--- src/rtl/sram_wr_scheduler_pkg.sv ---
// ---------------------------------------------------------------------------
// sram_wr_scheduler_pkg
// Shared definitions for the SRAM write scheduler:
//   - arbitration mode encodings (strict priority / weighted round robin)
//   - default sizing parameters for the scheduler and its picker
// No ports; imported by every file of the scheduler.
// ---------------------------------------------------------------------------
package sram_wr_scheduler_pkg;

   // Value of i_sp0_wrr1 selecting each arbitration mode
   localparam logic MODE_SP  = 1'b0;
   localparam logic MODE_WRR = 1'b1;

   // Default sizing
   localparam int DEF_NUM_PORTS = 4;
   localparam int DEF_DATA_W    = 256;
   localparam int DEF_ADDR_W    = 12;
   localparam int DEF_WEIGHT_W  = 4;

endpackage

--- src/rtl/sram_wr_scheduler_rr_pick.sv ---
// ---------------------------------------------------------------------------
// sram_wr_scheduler_rr_pick
// Round-robin first-one finder: scans i_req upward starting at i_start,
// wrapping around, and reports the first set bit.
// Ports:
//   i_req    [NUM_PORTS]        request vector
//   i_start  [$clog2(NUM_PORTS)] index where the scan begins
//   o_grant  [NUM_PORTS]        one-hot grant (0 when no request)
//   o_idx    [$clog2(NUM_PORTS)] encoded index of the granted bit
//   o_any                       at least one request is set
// Strict priority is obtained by driving i_start with 0.
// ---------------------------------------------------------------------------
module sram_wr_scheduler_rr_pick
   import sram_wr_scheduler_pkg::*;
#(
   parameter int NUM_PORTS = DEF_NUM_PORTS
)(
   input  logic [NUM_PORTS-1:0]         i_req,
   input  logic [$clog2(NUM_PORTS)-1:0] i_start,
   output logic [NUM_PORTS-1:0]         o_grant,
   output logic [$clog2(NUM_PORTS)-1:0] o_idx,
   output logic                         o_any
);

   localparam int IDX_W = $clog2(NUM_PORTS);

   logic [IDX_W-1:0] w_cand;

   // Walk the ports in scan order; NUM_PORTS is a power of two, so the
   // candidate index wraps naturally by overflowing its width.
   always_comb begin
      o_grant = '0;
      o_idx   = '0;
      o_any   = 1'b0;
      w_cand  = '0;
      for (int k = 0; k < NUM_PORTS; k++) begin
         w_cand = i_start + IDX_W'(k);
         if (!o_any && i_req[w_cand]) begin
            o_any           = 1'b1;
            o_idx           = w_cand;
            o_grant[w_cand] = 1'b1;
         end
      end
   end

endmodule

--- src/rtl/sram_wr_scheduler.sv ---
// ---------------------------------------------------------------------------
// sram_wr_scheduler
// Shares one SRAM write port among NUM_PORTS valid/ready requesters using
// either strict priority or weighted round robin, and drives one registered
// write command per cycle toward the SRAM controller.
// Ports:
//   i_clk         clock, rising edge
//   i_rst         synchronous active-low reset (0 = reset)
//   i_sp0_wrr1    arbitration mode, 0 = strict priority, 1 = WRR
//   i_wrr_weight  per-port WRR weight, port i at [i*WEIGHT_W +: WEIGHT_W]
//   i_req_valid   per-port write pending
//   o_req_ready   per-port write accepted this cycle (one-hot or 0)
//   i_req_addr    per-port write address
//   i_req_data    per-port write data
//   o_sram_valid  write command valid
//   i_sram_ready  SRAM controller accepts the command
//   o_sram_addr   command address
//   o_sram_data   command data
//   o_sram_src    index of the port that issued the command
// ---------------------------------------------------------------------------
module sram_wr_scheduler
   import sram_wr_scheduler_pkg::*;
#(
   parameter int NUM_PORTS = DEF_NUM_PORTS,
   parameter int DATA_W    = DEF_DATA_W,
   parameter int ADDR_W    = DEF_ADDR_W,
   parameter int WEIGHT_W  = DEF_WEIGHT_W
)(
   input  logic                          i_clk,
   input  logic                          i_rst,
   input  logic                          i_sp0_wrr1,
   input  logic [NUM_PORTS*WEIGHT_W-1:0] i_wrr_weight,
   input  logic [NUM_PORTS-1:0]          i_req_valid,
   output logic [NUM_PORTS-1:0]          o_req_ready,
   input  logic [NUM_PORTS*ADDR_W-1:0]   i_req_addr,
   input  logic [NUM_PORTS*DATA_W-1:0]   i_req_data,
   output logic                          o_sram_valid,
   input  logic                          i_sram_ready,
   output logic [ADDR_W-1:0]             o_sram_addr,
   output logic [DATA_W-1:0]             o_sram_data,
   output logic [$clog2(NUM_PORTS)-1:0]  o_sram_src
);

   localparam int IDX_W = $clog2(NUM_PORTS);

   logic [WEIGHT_W-1:0] r_credit [NUM_PORTS];
   logic [IDX_W-1:0]    r_ptr;
   logic                r_modePrev;
   logic                r_sramValid;
   logic [ADDR_W-1:0]   r_sramAddr;
   logic [DATA_W-1:0]   r_sramData;
   logic [IDX_W-1:0]    r_sramSrc;

   logic                w_isWrr;
   logic                w_modeRise;
   logic                w_accept;
   logic                w_reload;
   logic                w_any;
   logic                w_xfer;
   logic                w_lastCredit;
   logic [WEIGHT_W-1:0] w_wtEff    [NUM_PORTS];
   logic [WEIGHT_W-1:0] w_credEff  [NUM_PORTS];
   logic [WEIGHT_W-1:0] w_credUse  [NUM_PORTS];
   logic [WEIGHT_W-1:0] w_credNext [NUM_PORTS];
   logic [NUM_PORTS-1:0] w_eligPre;
   logic [NUM_PORTS-1:0] w_elig;
   logic [NUM_PORTS-1:0] w_pickReq;
   logic [NUM_PORTS-1:0] w_grant;
   logic [IDX_W-1:0]    w_pickStart;
   logic [IDX_W-1:0]    w_gIdx;

   assign w_isWrr    = (i_sp0_wrr1 == MODE_WRR);
   assign w_modeRise = w_isWrr && (r_modePrev == MODE_SP);
   assign w_accept   = ~r_sramValid | i_sram_ready;

   // A switch into WRR mode behaves as if all credits were already cleared,
   // so the very first WRR grant after the switch reloads from the weights.
   always_comb begin
      for (int i = 0; i < NUM_PORTS; i++) begin
         w_wtEff[i]   = i_wrr_weight[i*WEIGHT_W +: WEIGHT_W];
         if (w_wtEff[i] == '0) begin
            w_wtEff[i] = WEIGHT_W'(1);
         end
         w_credEff[i] = w_modeRise ? '0 : r_credit[i];
         w_eligPre[i] = i_req_valid[i] && (w_credEff[i] != '0);
      end
   end

   // When every requester has spent its credit, all credits are refilled in
   // the same cycle and the grant is made from the refilled values.
   assign w_reload = (w_eligPre == '0) && (i_req_valid != '0);

   always_comb begin
      for (int i = 0; i < NUM_PORTS; i++) begin
         w_credUse[i] = w_reload ? w_wtEff[i] : w_credEff[i];
         w_elig[i]    = i_req_valid[i] && (w_credUse[i] != '0);
      end
   end

   // Strict priority reuses the round-robin picker with a fixed start of 0
   assign w_pickReq   = w_isWrr ? w_elig : i_req_valid;
   assign w_pickStart = w_isWrr ? r_ptr  : '0;

   sram_wr_scheduler_rr_pick #(
      .NUM_PORTS (NUM_PORTS)
   ) u_pick (
      .i_req   (w_pickReq),
      .i_start (w_pickStart),
      .o_grant (w_grant),
      .o_idx   (w_gIdx),
      .o_any   (w_any)
   );

   assign w_xfer      = i_rst && w_accept && w_any;
   assign o_req_ready = w_xfer ? w_grant : '0;

   // Spend one credit of the granted port; a port keeps the pointer while it
   // still has credit so it can finish its burst.
   always_comb begin
      for (int i = 0; i < NUM_PORTS; i++) begin
         w_credNext[i] = w_credUse[i];
         if (i == int'(w_gIdx)) begin
            w_credNext[i] = w_credUse[i] - WEIGHT_W'(1);
         end
      end
   end

   assign w_lastCredit = (w_credUse[w_gIdx] == WEIGHT_W'(1));

   // Output command register, WRR credits and scan pointer. Credits only move
   // on a WRR transfer, except for the clear that accompanies a mode switch.
   always_ff @(posedge i_clk) begin
      if (!i_rst) begin
         r_sramValid <= 1'b0;
         r_sramAddr  <= '0;
         r_sramData  <= '0;
         r_sramSrc   <= '0;
         r_ptr       <= '0;
         r_modePrev  <= MODE_SP;
         for (int i = 0; i < NUM_PORTS; i++) begin
            r_credit[i] <= '0;
         end
      end else begin
         r_modePrev <= i_sp0_wrr1;
         if (w_xfer) begin
            r_sramValid <= 1'b1;
            r_sramAddr  <= i_req_addr[int'(w_gIdx)*ADDR_W +: ADDR_W];
            r_sramData  <= i_req_data[int'(w_gIdx)*DATA_W +: DATA_W];
            r_sramSrc   <= w_gIdx;
         end else if (i_sram_ready) begin
            r_sramValid <= 1'b0;
         end
         if (w_xfer && w_isWrr) begin
            for (int i = 0; i < NUM_PORTS; i++) begin
               r_credit[i] <= w_credNext[i];
            end
            r_ptr <= w_lastCredit ? (w_gIdx + IDX_W'(1)) : w_gIdx;
         end else if (w_modeRise) begin
            for (int i = 0; i < NUM_PORTS; i++) begin
               r_credit[i] <= '0;
            end
         end
      end
   end

   assign o_sram_valid = r_sramValid;
   assign o_sram_addr  = r_sramAddr;
   assign o_sram_data  = r_sramData;
   assign o_sram_src   = r_sramSrc;

endmodule

--- config.mk ---
export PLATFORM = sky130hd
export DESIGN_NAME = sram_wr_scheduler
export DESIGN_NICKNAME = d
export VERILOG_FILES = /design/src/rtl/sram_wr_scheduler_pkg.sv /design/src/rtl/sram_wr_scheduler_rr_pick.sv /design/src/rtl/sram_wr_scheduler.sv
export SDC_FILE = /design/constraint.sdc
export NUM_CORES = 1
export LEC_CHECK = 0
export ABC_AREA = 1
export CELL_PAD_IN_SITES_DETAIL_PLACEMENT = 0
export CELL_PAD_IN_SITES_GLOBAL_PLACEMENT = 2
export CORE_AREA = 2 2 532 534
export CTS_CLUSTER_DIAMETER = 200
export DETAILED_ROUTE_END_ITERATION = 12
export DIE_AREA = 0 0 534 536
export PLACE_DENSITY = 0.38
export SYNTH_ARGS = -nofsm -noshare
export SYNTH_HDL_FRONTEND = slang
export SYNTH_HIERARCHICAL = 1
export SYNTH_SLANG_ARGS = --single-unit
export TNS_END_PERCENT = 10
--- constraint.sdc ---
create_clock -name i_clk -period 6.78 [get_ports i_clk]
set_input_delay 1.356 -clock i_clk [delete_from_list [all_inputs] [get_ports i_clk]]
set_output_delay 1.356 -clock i_clk [all_outputs]
set_load 0.01 [all_outputs]
---- Yosys cells after proc, flatten, opt, wreduce, memory -nomap -nowiden ----
Memory sizes are Yosys's and may differ from the RTL's.
Index checks and enable logic that the tools add are counted.
cells by class
  eq/ne operators ......................... 4
  mux-type cells .......................... 69
  add/sub/neg operators ................... 8
  $lt $le $gt $ge ......................... 9
  bitwise gates (word level) .............. 15
  shifts and indexed selects .............. 2
  reduce and logical (&&, ||, !) cells .... 39
  $mul .................................... 1
operator list
  operator                                                    number
  indexed part select 1024 x 11 -> 256 bit                    1
  two-way mux 4 bit                                           32
  indexed part select 48 x 7 -> 12 bit                        1
  nonzero test 4 bit                                          9
  two-way mux 1 bit                                           22
  logical AND 1 bit                                           20
  logical NOT 4 bit                                           5
  subtractor 4 x 1 -> 4 bit, second input constant            4
  less-than comparator 2 x 3 -> 1 bit, second input constant  4
  two-way mux 2 bit                                           6
  OR 4 bit                                                    3
  OR 1 bit                                                    9
  binary-select mux 1 bit (select 2 bit)                      4
  binary-select mux 4 bit (select 2 bit)                      1
  demux 1 bit (select 2 bit)                                  4
  >= comparator 2 x 1 -> 1 bit, second input constant         4
  adder 2 x 1 -> 2 bit, second input constant                 2
  adder 2 bit, second input constant                          2
  equality test 2 bit, first input constant                   2
  equality test 4 x 1 -> 1 bit, second input constant         1
  multiplier 2 x 2 -> 4 bit, second input constant            1
  >= comparator 3 bit, second input constant                  1
  logical NOT 1 bit                                           3
  NOT 2 -> 3 bit                                              1
  other kinds (4)                                             5
word-level totals
  register bits after elaboration ......... 274
  bits of input ports ..................... 1096
  memories ................................ 1
  logic and storage cells ................. 154
  memory bits (writable) .................. 16
  output and inout bits ................... 275
memories
  memory    depth  bits a word  read ports  clocked after Yosys merged registers in  write ports  line                     text
  r_credit  4      4            4           0                                        4            sram_wr_scheduler.sv:46  logic [WEIGHT_W-1:0] r_credit [NUM_PORTS];

---- Logic depth before layout (Yosys ltp) ----
Gate-level depths: netlist (run 1).
  word-level depth ........................ 30
  gate-level depth with buffers ........... 36
  gate-level depth less buffers ........... 32

---- Modules after synthesis ----
The synthesis (run 1) kept the hierarchy.
by module, submodules not included
  module                     times used  cells an instance  area each (µm²)  sequential area each (µm²)
  sram_wr_scheduler          1           2964               17957.2          5885.6
  sram_wr_scheduler_rr_pick  1           74                 440.4            0.0

---- Worst setup path after synthesis (run 1) ----
Ideal clock, no wire load.
  path type ............................... input -> output
  from .................................... input i_sp0_wrr1
  to ...................................... output o_req_ready[0]
  path buffers ............................ 6
  arrival time ............................ 4.539 ns
  setup slack ............................. 0.885 ns
  required time ........................... 5.424 ns
  cell stages on the path ................. 27
  cell sequence ........................... buf_6 nand2_4 buf_6 o21ai_2 nand2_1 nand2_1 nand2_2 nor2_8 nand2_4 buf_8 nand2_1 nand2_1 ha_1 a31oi_1 inv_1 nand2_1 nand3_2 nand2_4 nor2_4 buf_6 nand4_1 inv_1 nor3_2 inv_2 clkbuf_1 clkbuf_1 nor2_1
on the way
  longest elaborated chain between the ends .. 24
RTL lines
  item                    line                             text
  start: declaration      sram_wr_scheduler.sv:31          input logic i_sp0_wrr1,
  logical AND 1 bit       sram_wr_scheduler.sv:73          assign w_modeRise = w_isWrr && (r_modePrev == MODE_SP);
  two-way mux 4 bit       sram_wr_scheduler.sv:84          w_credEff[i] = w_modeRise ? '0 : r_credit[i];
  nonzero test 4 bit      sram_wr_scheduler.sv:85          w_eligPre[i] = i_req_valid[i] && (w_credEff[i] != '0);
  logical AND 1 bit       sram_wr_scheduler.sv:85
  logical NOT 4 bit       sram_wr_scheduler.sv:91          assign w_reload = (w_eligPre == '0) && (i_req_valid != '0);
  logical AND 1 bit       sram_wr_scheduler.sv:91
  two-way mux 4 bit       sram_wr_scheduler.sv:95          w_credUse[i] = w_reload ? w_wtEff[i] : w_credEff[i];
  nonzero test 4 bit      sram_wr_scheduler.sv:96          w_elig[i] = i_req_valid[i] && (w_credUse[i] != '0);
  (+2 left out)           --
  named net w_pickReq[1]  sram_wr_scheduler.sv:67          logic [NUM_PORTS-1:0] w_pickReq;
  (+7 left out)           --
  logical AND 1 bit       sram_wr_scheduler_rr_pick.sv:38  if (!o_any && i_req[w_cand]) begin
  two-way mux 1 bit       sram_wr_scheduler_rr_pick.sv:38
  logical NOT 1 bit       sram_wr_scheduler_rr_pick.sv:38
  logical AND 1 bit       sram_wr_scheduler_rr_pick.sv:38
  two-way mux 1 bit *     sram_wr_scheduler_rr_pick.sv:38
  named net w_any         sram_wr_scheduler.sv:58          logic w_any;
  logical AND 1 bit *     sram_wr_scheduler.sv:114         assign w_xfer = i_rst && w_accept && w_any;
  two-way mux 4 bit *     sram_wr_scheduler.sv:115         assign o_req_ready = w_xfer ? w_grant : '0;
  end: declaration        sram_wr_scheduler.sv:34          output logic [NUM_PORTS-1:0] o_req_ready,
Mark *: on every way through the listed nets, which the timed path passes. The rest lies on a longest branch. The select of a mux whose other input is x is not followed.

---- Worst setup path after layout (run 1) ----
  from .................................... input i_sp0_wrr1
  to ...................................... output o_req_ready[1]
The elaborated chain is that of the path after synthesis.

==> flow_summary.yaml, run 1 <==
final_layout:
  final_common_cell: "clkdlybuf4s50_1"
  drive_gt1_share_pct: 6.998
  seqCellArea_um2: 5886
  utilization_pct: 13.93
  multiInputGateArea_um2: 11240
  nNetsFinal: 5478
  final_cell_mix: "clkdlybuf4s50_1, nor2_1, o21ai_0, nand2_1, dfxtp_1"
  fillers: 32570
  area_growth_pct: 112.6
pwr:
  p_leak_nw: 14.37
  ir_drop_mv: 0.1666
  p_per_area_nw_per_um2: 339.8
synthesis:
  ys_seq_elements: 290
  synthFlopType: "dfxtp_1"
  synthesis.area_um2: 18400
  synth_edf_count: 8
  yosysWarnings: 6
  seq_area_frac_synth_pct: 31.99
  ys_types: 40
  async_reset_ff_share_pct: 0
  netlist_instances: 3038
  syn-mean-instance-area_um2: 6.056
  syn_nets: 4145
clock_network:
  cts.clk_slew.worst_paths_ns: 0.06
  cts-root-buf: "clkbuf_16"
  cts.sinks: 290
  hold_buffers: 0
  numCtsBuffers: 46
  cts_tree: "built"
  cts_buffer_depth: 3
  clkLatencyLatePin_ns: 0.65
  h-tree-depth: 2
setup_path:
  worstSetupEndpointType: "primary output"
  critPathTopFamily: "simple AND/OR/NAND/NOR gates"
  arrival_ns: 5.13
  worstSetupPathType: "in2out"
  slowest_stage: "clkdlybuf4s50_1"
  reg2reg_from: "r_modePrev$_SDFF_PN0_"
  crit_path_start_kind: "input port"
  r2r_cells: 27
  crit_end: "o_req_ready[1]"
  crit_required_ns: 5.42
  path_max_fanout: 15
  startpoint: "i_sp0_wrr1"
  rr_endpoint: "o_sram_data[29]$_SDFFE_PN0P_"
  slowest_delay_ns: 0.55
  rrSetupSlack_ns: 2.04
  path_buf_inv: 8
  path_depth: 26
sta:
  post-route-min-period_ns: 6.487
  clock_skew_ns: 0.03028
  slew_headroom_pct: 32.39
  slew_violations: 0
  period_share_pct: 95.68
  max_freq_ghz: 0.1542
  setup_viol: 0
  hold_viol_final: 0
  totalNegativeSetupSlack_ns: 0
  rsz0062_at_grt: "false"
  tightest_slew_ns: 1.014
floorplanning:
  die_h_um: 536
  initial_core_util_pct: 6.551
  die_area_um2: 286200
  dieWidth_um: 534
  core_um2: 280800
  fp-row-count: 195
  boundaryPins: 1371
detailed_routing:
  drc: 0
  wirelength_um: 221100
  drtIter0Drc: 1292
  viasPerCell: 3.372
  firstDrtPassIters: 7
  wl_per_cell_um: 27.04
  drtAntennaViolNets: 0
  num_vias: 27570
placed_design:
  dp_hpwl_um: 186300
  io_buffer_count: 1370
  gp_congestion: 0.8409
grt:
  grt_pass1_wl_um: 283700
  gr-total-overflow: 0
  grt_max_degree: 120
  antenna_found_initial: 134
  grt_pass1_vias: 28500
  grtUsageTotal_pct: 14.69
min_path:
  hp-class: "reg2reg"
outcome:
  status: "completed"
job:
  maxCapViolations: 0
==> final cells by class <==
type                    instances  share of cell area (%)
multi-input cells            2412                   28.74
clock inverters                12                  0.3039
clock buffers                  66                   3.419
well taps                    3743                   11.97
repair buffers               1560                   39.67
flip-flops and latches        290                   15.05
diodes                         31                  0.1983
inverters                      61                  0.6430
==> cells in the mapped netlist (2+ instances only) <==
library cell,count,area [um2]
nor2_1,841,3157
o21ai_0,547,2738
nand2_1,356,1336
dfxtp_1,282,5645
o22ai_1,271,1695
clkbuf_1,246,923.4
nand3_1,165,825.8
a21oi_1,152,760.7
inv_1,55,206.5
buf_1,18,67.56
nand2_2,14,87.58
ha_1,11,137.6
nand4_1,9,56.30
edfxtp_1,8,240.2
buf_2,6,30.03
o21ai_2,6,52.55
inv_2,5,18.77
a21boi_0,4,30.03
buf_6,4,45.04
o21ai_1,4,20.02
a31oi_1,3,18.77
a41oi_1,3,26.28
nand2_4,3,33.78
nand3_2,3,30.03
nor3_1,3,15.01
o21a_1,3,22.52
nor3_2,2,20.02
xor2_1,2,17.52
==> cell families after synthesis <==
kind of cell	share of synthesized area, %
buf+inv	7.120
xor+xnor	0.09523
simple gates	30.64
fa+ha+maj	0.7481
flops	31.99
compound gates	29.40
==> worst reg2reg max path, delay by kind of cell (launching register included) <==
family,cells,cell delay [ns]
flip-flops,1,0.32
buffers and inverters,9,1.54
AND/OR/NAND/NOR,11,1.17
AO/OA/AOI/OAI,6,1.33
adder cells (fa/ha/maj),1,0.24
==> flip-flops by register name, indices dropped and copies added, names as in the netlist <==
signal / cells
o_sram_addr: 12
r_ptr: 2
o_sram_src: 2
o_sram_valid: 1
r_credit: 16
r_modePrev: 1
o_sram_data: 256
==> metrics by stage <==
stage	setup slack, ns	area [um2]	power, mW	instances	hold WS (ns)
2_1_floorplan	0.8849	18400	5.821	3038	0.4548
3_3_place_gp	0.08002	37530	11.18	8061	0.4597
3_5_place_dp	0.1036	37530	11.14	8061	0.4641
4_1_cts	0.08858	38990	13.80	8139	0.4736
5_1_grt	0.01039	39050	14.34	8150	0.4879
6_report	0.2929	39120	13.29	8175	0.4703
==> worst min-delay path by stage <==
stage	slack (ns)	cells past startpoint	start	end
floorplan	0.45	2	r_credit[3][2]$_SDFFE_PP0P_	r_credit[3][2]$_SDFFE_PP0P_
global placement	0.46	2	o_sram_data[81]$_SDFFE_PN0P_	o_sram_data[81]$_SDFFE_PN0P_
detailed placement	0.46	2	o_sram_data[32]$_SDFFE_PN0P_	o_sram_data[32]$_SDFFE_PN0P_
CTS	0.47	2	o_sram_data[88]$_SDFFE_PN0P_	o_sram_data[88]$_SDFFE_PN0P_
global route	0.49	2	o_sram_addr[1]$_SDFFE_PN0P_	o_sram_addr[1]$_SDFFE_PN0P_
finish	0.47	2	o_sram_data[126]$_SDFFE_PN0P_	o_sram_data[126]$_SDFFE_PN0P_
==> per-layer routing <==
metal,vias to the layer above,global-route usage [%],share of wire (%)
met5,-,0,0.25
met1,13030,17.19,41
met3,208,7.411,12
li1,13070,-,-
met4,88,1.981,1.1
met2,1166,24.39,46
==> timing repair <==
| item | in CTS | in global routing |
|---|---|---|
| buffers inserted | 0 | 5 |
| resized for setup | 0 | 3 |
| setup endpoints to repair | 0 | 2 |
==> power by group <==
| group | switching [mW] | internal (mW) |
|---|---|---|
| Sequential | 0.355 | 2.30 |
| Combinational | 4.94 | 3.21 |
| Clock | 1.05 | 1.43 |
| Total | 6.35 | 6.94 |
No activity file was read; power rests on OpenSTA's default activity.
==> run 2: changes to the inputs <==
--- a/config.mk
+++ b/config.mk
@@ -6,12 +6,15 @@
 export NUM_CORES = 1
 export LEC_CHECK = 0
 export ABC_AREA = 1
+export CAP_MARGIN = 25
 export CELL_PAD_IN_SITES_DETAIL_PLACEMENT = 0
 export CELL_PAD_IN_SITES_GLOBAL_PLACEMENT = 2
 export CORE_AREA = 2 2 532 534
+export CTS_BUF_LIST = sky130_fd_sc_hd__clkbuf_8
 export CTS_CLUSTER_DIAMETER = 200
 export DETAILED_ROUTE_END_ITERATION = 12
 export DIE_AREA = 0 0 534 536
+export MAX_ROUTING_LAYER = met4
 export PLACE_DENSITY = 0.38
 export SYNTH_ARGS = -nofsm -noshare
 export SYNTH_HDL_FRONTEND = slang
==> run 2 against run 1 <==
Compared with the run above:
- total power barely moved
- first-iteration DRC count fell by 3.4%
- highest routed layer is now met4
- hold slack got worse by 0.00078 ns
- sequential share of layout area fell by 0.090 points
- combinational power barely moved
- die area did not move
- critical path depth fell by 1
==> flow_summary.yaml, run 2 (synthesized netlist as in run 1, its figures left out) <==
placed_design:
  dp_hpwl_um: 186300
  io_buffer_count: 1370
  postPlaceCellArea_um2: 37560
  gp_congestion: 0.8540
sta:
  totalNegativeSetupSlack_ns: 0
  slew_violations: 0
  rsz0062_at_grt: "false"
  max_freq_ghz: 0.1580
  tightest_slew_ns: 1.040
  period_share_pct: 93.34
  clock_skew_ns: 0.05638
  slew_headroom_pct: 30.70
  post-route-min-period_ns: 6.328
  hold_viol_final: 0
  setup_viol: 0
detailed_routing:
  wirelength_um: 221900
  num_vias: 27640
  drtAntennaViolNets: 0
  drtIter0Drc: 1248
  drc: 0
  firstDrtPassIters: 7
  wl_per_cell_um: 26.81
  viasPerCell: 3.340
final_layout:
  area_growth_pct: 113.9
  largest_reg_flops: 256
  nNetsFinal: 5508
  drive_gt1_share_pct: 7.924
  fin_area_um2: 39350
  final_cell_mix: "clkdlybuf4s50_1, nor2_1, o21ai_0, nand2_1, dfxtp_1"
  final_common_cell: "clkdlybuf4s50_1"
grt:
  grt_max_degree: 120
  grt_pass1_wl_um: 284900
  grt_pass1_vias: 28890
  grtUsageTotal_pct: 15.24
  gr-total-overflow: 0
  antenna_found_initial: 139
floorplanning:
  fp-row-count: 195
  die_area_um2: 286200
  initial_core_util_pct: 6.551
  core_um2: 280800
  boundaryPins: 1371
  die_h_um: 536
  dieWidth_um: 534
clock_network:
  hold_buffers: 0
  cts.clk_slew.worst_paths_ns: 0.05
  h-tree-depth: 3
  cts-root-buf: "clkbuf_8"
  numCtsBuffers: 75
  cts_tree: "built"
  clkLatencyLatePin_ns: 0.77
  cts_buffer_depth: 3
  cts.sinks: 290
job:
  maxCapViolations: 0
setup_path:
  worstSetupEndpointType: "primary output"
  arrival_ns: 4.97
  crit_path_start_kind: "input port"
  path_max_fanout: 16
  worstSetupPathType: "in2out"
  crit_required_ns: 5.42
pwr:
  ir_drop_mv: 0.1807
  p_leak_nw: 14.56
  p_per_area_nw_per_um2: 337.9
outcome:
  status: "completed"
min_path:
  hp-class: "reg2reg"
-- run 2: cell count changes in the layout (fill, tap and decap cells not counted), sizes merged --
cell           delta
clkinv            +4
dlymetal6s2s      +1
inv              +21
clkinvlp          -1
clkbuf           +29
diode            +46
clkdlybuf4s50     -1
buf               +1
-- run 2: path summary, 6_finish.rpt --
path                                     start  cells after the start                      endpoint  slack [ns]
setup reg to reg  r_credit[2][1]$_SDFFCE_PN0P_                     28  o_sram_addr[11]$_SDFFE_PN0P_        1.98
setup / recovery                    i_sp0_wrr1                     25                o_req_ready[2]        0.45
hold reg to reg   o_sram_data[22]$_SDFFE_PN0P_                      2  o_sram_data[22]$_SDFFE_PN0P_        0.47
hold / removal    o_sram_data[22]$_SDFFE_PN0P_                      2  o_sram_data[22]$_SDFFE_PN0P_        0.47
-- run 2: critical path, cell delays in order --
cell	delay, ns
clkdlybuf4s50_1	0.53
nand2_4	0.15
o21ai_0	0.11
nand2_1	0.09
nand2_1	0.08
nand2_2	0.09
nor2_8	0.10
buf_4	0.16
nand3_1	0.10
nand2_1	0.12
inv_1	0.05
ha_1	0.21
a31oi_1	0.19
buf_4	0.17
inv_1	0.04
nand2_1	0.08
nand3_2	0.17
nand2_4	0.12
nor2_4	0.04
nand4_1	0.10
inv_1	0.08
nor3_4	0.29
inv_8	0.06
nor2_1	0.27
buf_4	0.20
-- run 2: routing by layer --
layer | vias up | track usage (%) | wire length (um)
met5 | - | - | 0
met4 | 0 | 2.331 | 2499
met3 | 141 | 7.566 | 24520
met2 | 1194 | 24.36 | 102400
met1 | 13070 | 17.31 | 92460
li1 | 13240 | - | -
-- run 2: final cells by class --
cell class                 count  area (um2)
fill                       32480      241500
timing repair buffer        1561       15550
multi-input combinational   2412       11240
sequential                   290        5886
tap                         3743        4683
clock buffer                  95        1308
inverter                      61       251.5
clock inverter                36       241.5
antenna                       77       192.7
-- run 2: timing repair --
item                                   CTS  global route
setup endpoints to repair                0             2
endpoints found under the hold margin    0             0
resized for setup                        0             3
setup buffers                            0             5
-- run 2: where the power goes --
group,leakage (nW),internal (mW),switching [mW]
registers,2.45,2.30,0.358
clock network,0.875,1.34,1.13
logic,11.2,3.22,4.95
-- run 2: metrics by stage --
| step | hold slack [ns] | util, % | cells | setup WS (ns) | power, mW |
|---|---|---|---|---|---|
| 4_1_cts | 0.4732 | 13.93 | 8193 | 0.1044 | 13.82 |
| 3_5_place_dp | 0.4640 | 13.37 | 8062 | 0.1212 | 11.16 |
| 2_1_floorplan | 0.4548 | - | 3038 | 0.8849 | 5.821 |
| 6_report | 0.4695 | 14.01 | 8275 | 0.4517 | 13.30 |
| 3_3_place_gp | 0.4597 | 13.36 | 8061 | 0.08002 | 11.18 |
| 5_1_grt | 0.4831 | 14.01 | 8270 | 0.2237 | 14.39 |
==> run 3: changes to the inputs <==
==> constraint.sdc (replaced) <==
create_clock -name i_clk -period 6.55 [get_ports i_clk]
set_input_delay 1.31 -clock i_clk [delete_from_list [all_inputs] [get_ports i_clk]]
set_output_delay 1.31 -clock i_clk [all_outputs]
set_load 0.01 [all_outputs]
==> run 3 against run 2 <==
Compared with the run above:
- global-route usage shrank 0.051 points
- via count shrank 0.13%
- final cell count shrank 0.16%
- largest power group unchanged
==> flow_summary.yaml, run 3 (synthesized netlist as in run 1, its figures left out) <==
sta:
  period_share_pct: 95.43
  setup_viol: 0
  max_freq_ghz: 0.1600
  clock_skew_ns: 0.04706
  slew_violations: 0
  hold_viol_final: 0
  slew_headroom_pct: 24.59
  rsz0062_at_grt: "true"
  post-route-min-period_ns: 6.250
  tightest_slew_ns: 1.131
grt:
  grt_max_degree: 110
  grt_pass1_wl_um: 284300
  gr-total-overflow: 0
  grt_pass1_vias: 29200
  grtUsageTotal_pct: 15.19
  antenna_found_initial: 147
setup_path:
  crit_path_start_kind: "input port"
  worstSetupPathType: "in2out"
  slowest_stage: "clkdlybuf4s50_1"
  slowest_delay_ns: 0.53
  crit_required_ns: 5.24
  worstSetupEndpointType: "primary output"
  path_common_cell: "nand2_1"
  arrival_ns: 4.94
  rrSetupSlack_ns: 1.84
  path_max_fanout: 16
detailed_routing:
  drtIter0Drc: 1313
  wirelength_um: 220700
  wl_per_cell_um: 26.72
  firstDrtPassIters: 5
  num_vias: 27600
  viasPerCell: 3.341
  drc: 0
  drtAntennaViolNets: 0
floorplanning:
  core_um2: 280800
  initial_core_util_pct: 6.551
  die_area_um2: 286200
  die_h_um: 536
  dieWidth_um: 534
  boundaryPins: 1371
  fp-row-count: 195
clock_network:
  cts_buffer_depth: 3
  cts_tree: "built"
  clkLatencyLatePin_ns: 0.76
  cts-root-buf: "clkbuf_8"
  hold_buffers: 0
  cts.clk_slew.worst_paths_ns: 0.05
  numCtsBuffers: 75
  h-tree-depth: 3
  cts.sinks: 290
final_layout:
  fillers: 32430
  final_cell_mix: "clkdlybuf4s50_1, nor2_1, o21ai_0, nand2_1, dfxtp_1"
  largest_reg_flops: 256
  drive_gt1_share_pct: 7.211
  nNetsFinal: 5482
  seqCellArea_um2: 5886
  area_growth_pct: 112.4
  multiInputGateArea_um2: 11240
  fin_area_um2: 39080
  utilization_pct: 13.92
  final_common_cell: "clkdlybuf4s50_1"
placed_design:
  dp_hpwl_um: 185900
  gp_congestion: 0.8658
  io_buffer_count: 1370
  postPlaceCellArea_um2: 37380
pwr:
  p_per_area_nw_per_um2: 345.7
  p_leak_nw: 14.38
  ir_drop_mv: 0.1736
min_path:
  hp-class: "reg2reg"
outcome:
  status: "completed"
job:
  maxCapViolations: 0
[run 3: cell types whose count changed in the layout (fill, tap and decap cells not counted), sizes merged]
cell / before / now
clkinv: 11 / 8
buf: 194 / 168
clkinvlp: 1 / 2
clkbuf: 95 / 93
diode: 77 / 95
bufinv: 2 / 1
[run 3: stage by stage]
stage	worst slack, ns	power (mW)	hold WS (ns)	TNS, ns	cells
detailed placement	0.1208	11.46	0.4617	0	8041
finish	0.2996	13.51	0.4698	0	8262
global route	-0.01122	14.65	0.4860	-0.01122	8255
CTS	0.1102	14.08	0.4717	0	8167
global placement	0.09913	11.48	0.4582	0	8040
floorplan	0.7469	6.026	0.4548	0	3038
[run 3: what timing repair did]
item / CTS / global route
resized for setup: 0 / 3
setup endpoints to repair: 0 / 3
buffers inserted: 0 / 0
[run 3: power by group]
group          internal [mW]  switching [mW]  total (mW)
sequential              2.38           0.365        2.74
combinational           3.23            5.10        8.33
clock                   1.31            1.13        2.44
total                   6.92            6.59        13.5
[run 3: worst paths after layout]
kind / start / endpoint / cells after the start
worst min register to register: o_sram_data[125]$_SDFFE_PN0P_ / o_sram_data[125]$_SDFFE_PN0P_ / 2
worst max-delay path: i_sp0_wrr1 / o_req_ready[0] / 28
worst min-delay path: o_sram_data[125]$_SDFFE_PN0P_ / o_sram_data[125]$_SDFFE_PN0P_ / 2
worst max register to register: r_modePrev$_SDFF_PN0_ / o_sram_data[82]$_SDFFE_PN0P_ / 29
[run 3: worst max-delay path, delay by kind of cell]
kind | cells | cell delay, ns
buffers and inverters | 10 | 1.43
adder cells (fa/ha/maj) | 1 | 0.20
AO/OA/AOI/OAI | 2 | 0.34
AND/OR/NAND/NOR | 15 | 1.63
[run 3: metal layers]
| metal | global-route usage, % | vias up | part of all wire [%] |
|---|---|---|---|
| met5 | - | - | 0 |
| met3 | 7.702 | 143 | 11 |
| met4 | 2.387 | 0 | 1.3 |
| li1 | - | 13180 | - |
| met1 | 17.17 | 13090 | 42 |
| met2 | 24.23 | 1186 | 46 |
[run 3: area by class of cell]
type / count / share of cell area, %
Antenna cell: 95 / 0.6083
Clock buffer: 93 / 3.275
Clock inverter: 33 / 0.4674
Inverter: 61 / 0.6435
Multi-Input combinational cell: 2412 / 28.75
Sequential cell: 290 / 15.06
Tap cell: 3743 / 11.98
Timing Repair Buffer: 1535 / 39.22
